File: src/rtl/pipe_ctrl.sv
// pipe_ctrl: pipeline stall/flush controller with memory-wait timeout.
// Optional performance counters are enabled by defining PIPE_CTRL_PERF_EN.
module pipe_ctrl #(
  parameter int unsigned WAIT_MAX = 16
) (
  input  logic        clk_i,
  input  logic        reset_ni,
  input  logic [4:0]  id_rs1_i,
  input  logic [4:0]  id_rs2_i,
  input  logic        id_rs1_used_i,
  input  logic        id_rs2_used_i,
  input  logic [4:0]  ex_rd_i,
  input  logic        ex_rd_wren_i,
  input  logic        ex_is_load_i,
  input  logic        ex_br_taken_i,
  input  logic        mem_req_i,
  input  logic        mem_ready_i,
  output logic        pc_en_o,
  output logic        id_en_o,
  output logic        ex_en_o,
  output logic        mem_en_o,
  output logic        wb_en_o,
  output logic        id_flush_o,
  output logic        ex_flush_o,
  output logic        err_o,
  output logic [31:0] stall_cnt_o,
  output logic [31:0] flush_cnt_o
);
  typedef enum logic [1:0] {RUN, MEM_WAIT, REDIRECT, ERROR} state_e;
  localparam int WW = $clog2(WAIT_MAX + 1);
  localparam logic [WW-1:0] WMAX = WW'(WAIT_MAX);
  state_e state_q, state_d;
  logic [WW-1:0] wait_q, wait_d;
  logic hz, stall;
  assign hz = ex_is_load_i & ex_rd_wren_i & (ex_rd_i != 5'd0) &
              ((id_rs1_used_i & (id_rs1_i == ex_rd_i)) | (id_rs2_used_i & (id_rs2_i == ex_rd_i)));
  // In MEM_WAIT only readiness matters; a fresh mem_req is irrelevant there.
  assign stall = (state_q == RUN) ? (mem_req_i & ~mem_ready_i) : ~mem_ready_i;
  assign err_o = (state_q == ERROR);
  always_comb begin
    state_d = state_q;
    wait_d = wait_q;
    {pc_en_o, id_en_o, ex_en_o, mem_en_o, wb_en_o} = 5'b00000;
    {id_flush_o, ex_flush_o} = 2'b00;
    case (state_q)
      RUN, MEM_WAIT: begin
        if (stall) begin
          state_d = (state_q == RUN) ? MEM_WAIT : (wait_q == WMAX) ? ERROR : MEM_WAIT;
          wait_d = (state_q == RUN) ? WW'(1) : (wait_q == WMAX) ? wait_q : wait_q + WW'(1);
        end else begin
          wait_d = '0;
          {pc_en_o, id_en_o, ex_en_o, mem_en_o, wb_en_o} = 5'b11111;
          state_d = ex_br_taken_i ? REDIRECT : RUN;
          id_flush_o = ex_br_taken_i;
          ex_flush_o = ex_br_taken_i | hz;
          pc_en_o = ex_br_taken_i | ~hz;
          id_en_o = ex_br_taken_i | ~hz;
        end
      end
      REDIRECT: begin
        {pc_en_o, id_en_o, ex_en_o, mem_en_o, wb_en_o} = 5'b11111;
        id_flush_o = 1'b1;
        state_d = RUN;
      end
      ERROR: state_d = ERROR;
    endcase
    if (!reset_ni) begin
      {pc_en_o, id_en_o, ex_en_o, mem_en_o, wb_en_o} = 5'b00000;
      {id_flush_o, ex_flush_o} = 2'b11;
    end
  end
  always_ff @(posedge clk_i or negedge reset_ni) begin
    if (!reset_ni) begin
      state_q <= RUN;
      wait_q <= '0;
    end else begin
      state_q <= state_d;
      wait_q <= wait_d;
    end
  end
`ifdef PIPE_CTRL_PERF_EN
  logic [31:0] stall_cnt_q, stall_cnt_d, flush_cnt_q, flush_cnt_d;
  always_comb begin
    stall_cnt_d = stall_cnt_q + ((!pc_en_o && state_q != ERROR && stall_cnt_q != '1) ? 32'd1 : 32'd0);
    flush_cnt_d = flush_cnt_q + (((id_flush_o || ex_flush_o) && flush_cnt_q != '1) ? 32'd1 : 32'd0);
  end
  always_ff @(posedge clk_i or negedge reset_ni) begin
    if (!reset_ni) begin
      stall_cnt_q <= '0;
      flush_cnt_q <= '0;
    end else begin
      stall_cnt_q <= stall_cnt_d;
      flush_cnt_q <= flush_cnt_d;
    end
  end
  assign stall_cnt_o = stall_cnt_q;
  assign flush_cnt_o = flush_cnt_q;
`else
  assign stall_cnt_o = '0;
  assign flush_cnt_o = '0;
`endif
endmodule

File: config.mk
export PLATFORM = sky130hd
export DESIGN_NAME = pipe_ctrl
export DESIGN_NICKNAME = d
export VERILOG_FILES = /design/src/rtl/pipe_ctrl.sv
export SDC_FILE = /design/constraint.sdc
export NUM_CORES = 1
export LEC_CHECK = 0
export BUFFER_PORTS_ARGS = -buffer_cell sky130_fd_sc_hd__buf_4
export CAP_MARGIN = 20
export CORE_MARGIN = 1.5
export CORE_UTILIZATION = 30
export DETAILED_ROUTE_END_ITERATION = 10
export PLACE_DENSITY = 0.64
export RECOVER_POWER = 50
export SYNTH_ARGS = -nofsm -noshare
export SYNTH_HDL_FRONTEND = slang
export SYNTH_SLANG_ARGS = --single-unit
File: constraint.sdc
create_clock -name clk_i -period 3.4 [get_ports clk_i]
set_input_delay 0.34 -clock clk_i [delete_from_list [all_inputs] [get_ports clk_i]]
set_output_delay 0.34 -clock clk_i [all_outputs]
set_load 0.01 [all_outputs]
==> results.json <==
{
  "status": "complete, no violations",
  "row_count": 21,
  "hp-class": "input pin to flop",
  "synth_seq_cells": 7,
  "track_usage_pct": 8.72,
  "worst_setup_path_start_kind": "input pin",
  "tightest_slew_ns": 0.535,
  "start_util_pct": 32.0,
  "clk_latency_ns": 0.25,
  "wirelength_um": 1890,
  "slew_violations": 0,
  "cts_max_level": 1,
  "min_path_cells": 2,
  "end_kind": "output port",
  "finalCritPeriodShare_pct": 66.2,
  "syn_avg_cell_area_um2": 7.97,
  "syn_to_final_growth_pct": 4.47,
  "clkTransAtPathRegs_ns": 0.05,
  "yosys.area.top_type_share_pct": 46.0,
  "fin_worst_skew_ns": 0.000336,
  "drive_gt1_share_pct": 21.6,
  "synthMostInstantiatedCell": "buf_4",
  "wire_per_inst_um": 8.89,
  "synth_ff_type": "dfrtp_1",
  "finalNonFillerCells": 213,
  "setup_tns_ns": 0,
  "portBuffers": 31,
  "drt_first_pass_iters": 4,
  "hold_viol_final": 0,
  "holdBufCountCts": 1,
  "first_global_vias": 647,
  "antenna_found_initial": 0,
  "grt_start_max_net_pins": 18,
  "ant_nets": 0,
  "synth.distinct_cells": 33,
  "grt_pass1_wl_um": 2750,
  "yosysWarnings": 0,
  "synth-seq-area-share_pct": 16.0,
  "dp_hpwl_um": 1630,
  "leakagePower_nw": 0.618,
  "cts_root_buf": "clkbuf_4",
  "yosys.area.top_type": "buf_4",
  "power_density_mw_per_mm2": 377,
  "numCtsBuffers": 3,
  "synth_edf_count": 0,
  "cap_viol_max_count": 0,
  "tritoncts": "built",
  "period_minus_slack_ns": 2.25,
  "multi_input_area_um2": 628,
  "yosys-top-cells-area": "buf_4 (46%), dfrtp_1 (16%), xor2_1 (6.4%)",
  "finalWeightedCongestion": 0.809,
  "slew_headroom_pct": 64.3,
  "cts-resized-gates": 0,
  "syn_inst": 137,
  "die_h_um": 63.3,
  "drc": 0,
  "setup_viol": 0,
  "worstPathMaxFanout": 10,
  "arrival_ns": 1.91,
  "synthArstFlopShare_pct": 100,
  "cts_sinks": 7,
  "ios": 96,
  "peakVddDrop_v": 0.0000906,
  "syn-cell-area_mm2": 0.00109,
  "crit_type": "input pin to output port",
  "rsz0062_at_grt": "no",
  "synth_common_cells": "buf_4 (67), xor2_1 (8), dfrtp_1 (7), o21ai_0 (6), nand2_1 (5)",
  "n_fill_cell": 391,
  "max_clock_freq_ghz": 0.444,
  "core_mm2": 0.00342,
  "worst_r2r_path_depth": 6,
  "regArea_um2": 175,
  "drt_iter0_drc": 23,
  "dp.cells": 208,
  "post-cts-setup-buffer-count": 0,
  "antenna_cells": 0,
  "die_area_mm2": 0.00401,
  "overflow": 0,
  "viasPerCell": 3.72,
  "via_count": 792,
  "cp.required_ns": 3.06,
  "die_w_um": 63.3,
  "clockBufferDepth": 2,
  "final_nets": 194
}
[sequential cells by signal, summed over array words and instances (netlist names)]
name     cells
wait_q       5
state_q      2
[layer usage]
metal | part of all wire, % | vias up | wire, µm | track usage [%]
met2 | 52 | 51 | 990 | 15.0
met5 | 0 | - | 0 | 0
met4 | 0.90 | 0 | 17 | 4.08
li1 | - | 379 | - | -
met1 | 38 | 358 | 727 | 10.7
met3 | 8.3 | 4 | 157 | 1.07
[metrics by stage]
step | utilization (%) | hold slack, ns | cell area, µm² | setup slack (ns) | power, mW
2_1_floorplan | - | 0.0444 | 1330 | 1.68 | 0.336
3_3_place_gp | 32.5 | 0.175 | 1110 | 1.54 | 0.350
3_5_place_dp | 32.5 | 0.177 | 1110 | 1.54 | 0.354
4_1_cts | 33.5 | 0.307 | 1140 | 1.36 | 0.434
5_1_grt | 33.4 | 0.317 | 1140 | 0.969 | 0.467
6_report | 33.4 | 0.309 | 1140 | 1.15 | 0.431
[layout by cell type, fill, tap and decap left out, drive strengths merged, types with 2 or more instances in the layout]
cell and instances:
nand2 5, a21oi 3, xnor2 2, nor2 2
nor3 3, ha 2, clkbuf 5, o21ai 7
inv 4, xor2 8, nor4 2, nand3 3
buf 30, conb 64, nand2b 2, dfrtp 7
and2 4
[final cells by class]
class | count | area share [%]
repair buffers | 32 | 20.9
clock buffers | 4 | 2.30
multi-input cells | 120 | 55.0
flip-flops and latches | 7 | 15.4
inverters | 4 | 1.32
well taps | 46 | 5.04
[worst max-delay path, stage by stage]
cell	delay, ns
dlygate4sd3_1	0.52
clkbuf_1	0.42
and2_1	0.31
o31a_1	0.19
buf_4	0.13
[worst paths after layout]
kind	from	endpoint	slack [ns]
min in group asynchronous	reset_ni	wait_q[3]$_DFFE_PN0P_	0.57
worst min register to register	wait_q[2]$_DFFE_PN0P_	wait_q[2]$_DFFE_PN0P_	0.53
max in group asynchronous	reset_ni	wait_q[0]$_DFFE_PN0P_	2.48
worst min-delay path	mem_ready_i	wait_q[0]$_DFFE_PN0P_	0.31
worst max register to register	wait_q[0]$_DFFE_PN0P_	wait_q[0]$_DFFE_PN0P_	1.89
worst max-delay path	reset_ni	pc_en_o	1.15
[cells by family (layout without fill, tap and decap cells)]
group | Yosys count | after routing | share of synthesized area [%]
buf+inv | 73 | 40 | 48.1
flops | 7 | 7 | 16.0
mux | 1 | 1 | 0.916
other cells | 1 | 64 | 0.343
compound gates | 18 | 18 | 10.9
simple gates | 25 | 25 | 13.4
fa+ha+maj | 2 | 2 | 2.29
xor+xnor | 10 | 10 | 8.02
[power by group]
group	switching [mW]	leakage (nW)	internal (mW)
clock network	0.0331	0.0150	0.0449
logic	0.114	0.510	0.0937
registers	0.0408	0.0930	0.104
total	0.188	0.618	0.243
No activity file was read; power rests on OpenSTA's default activity.
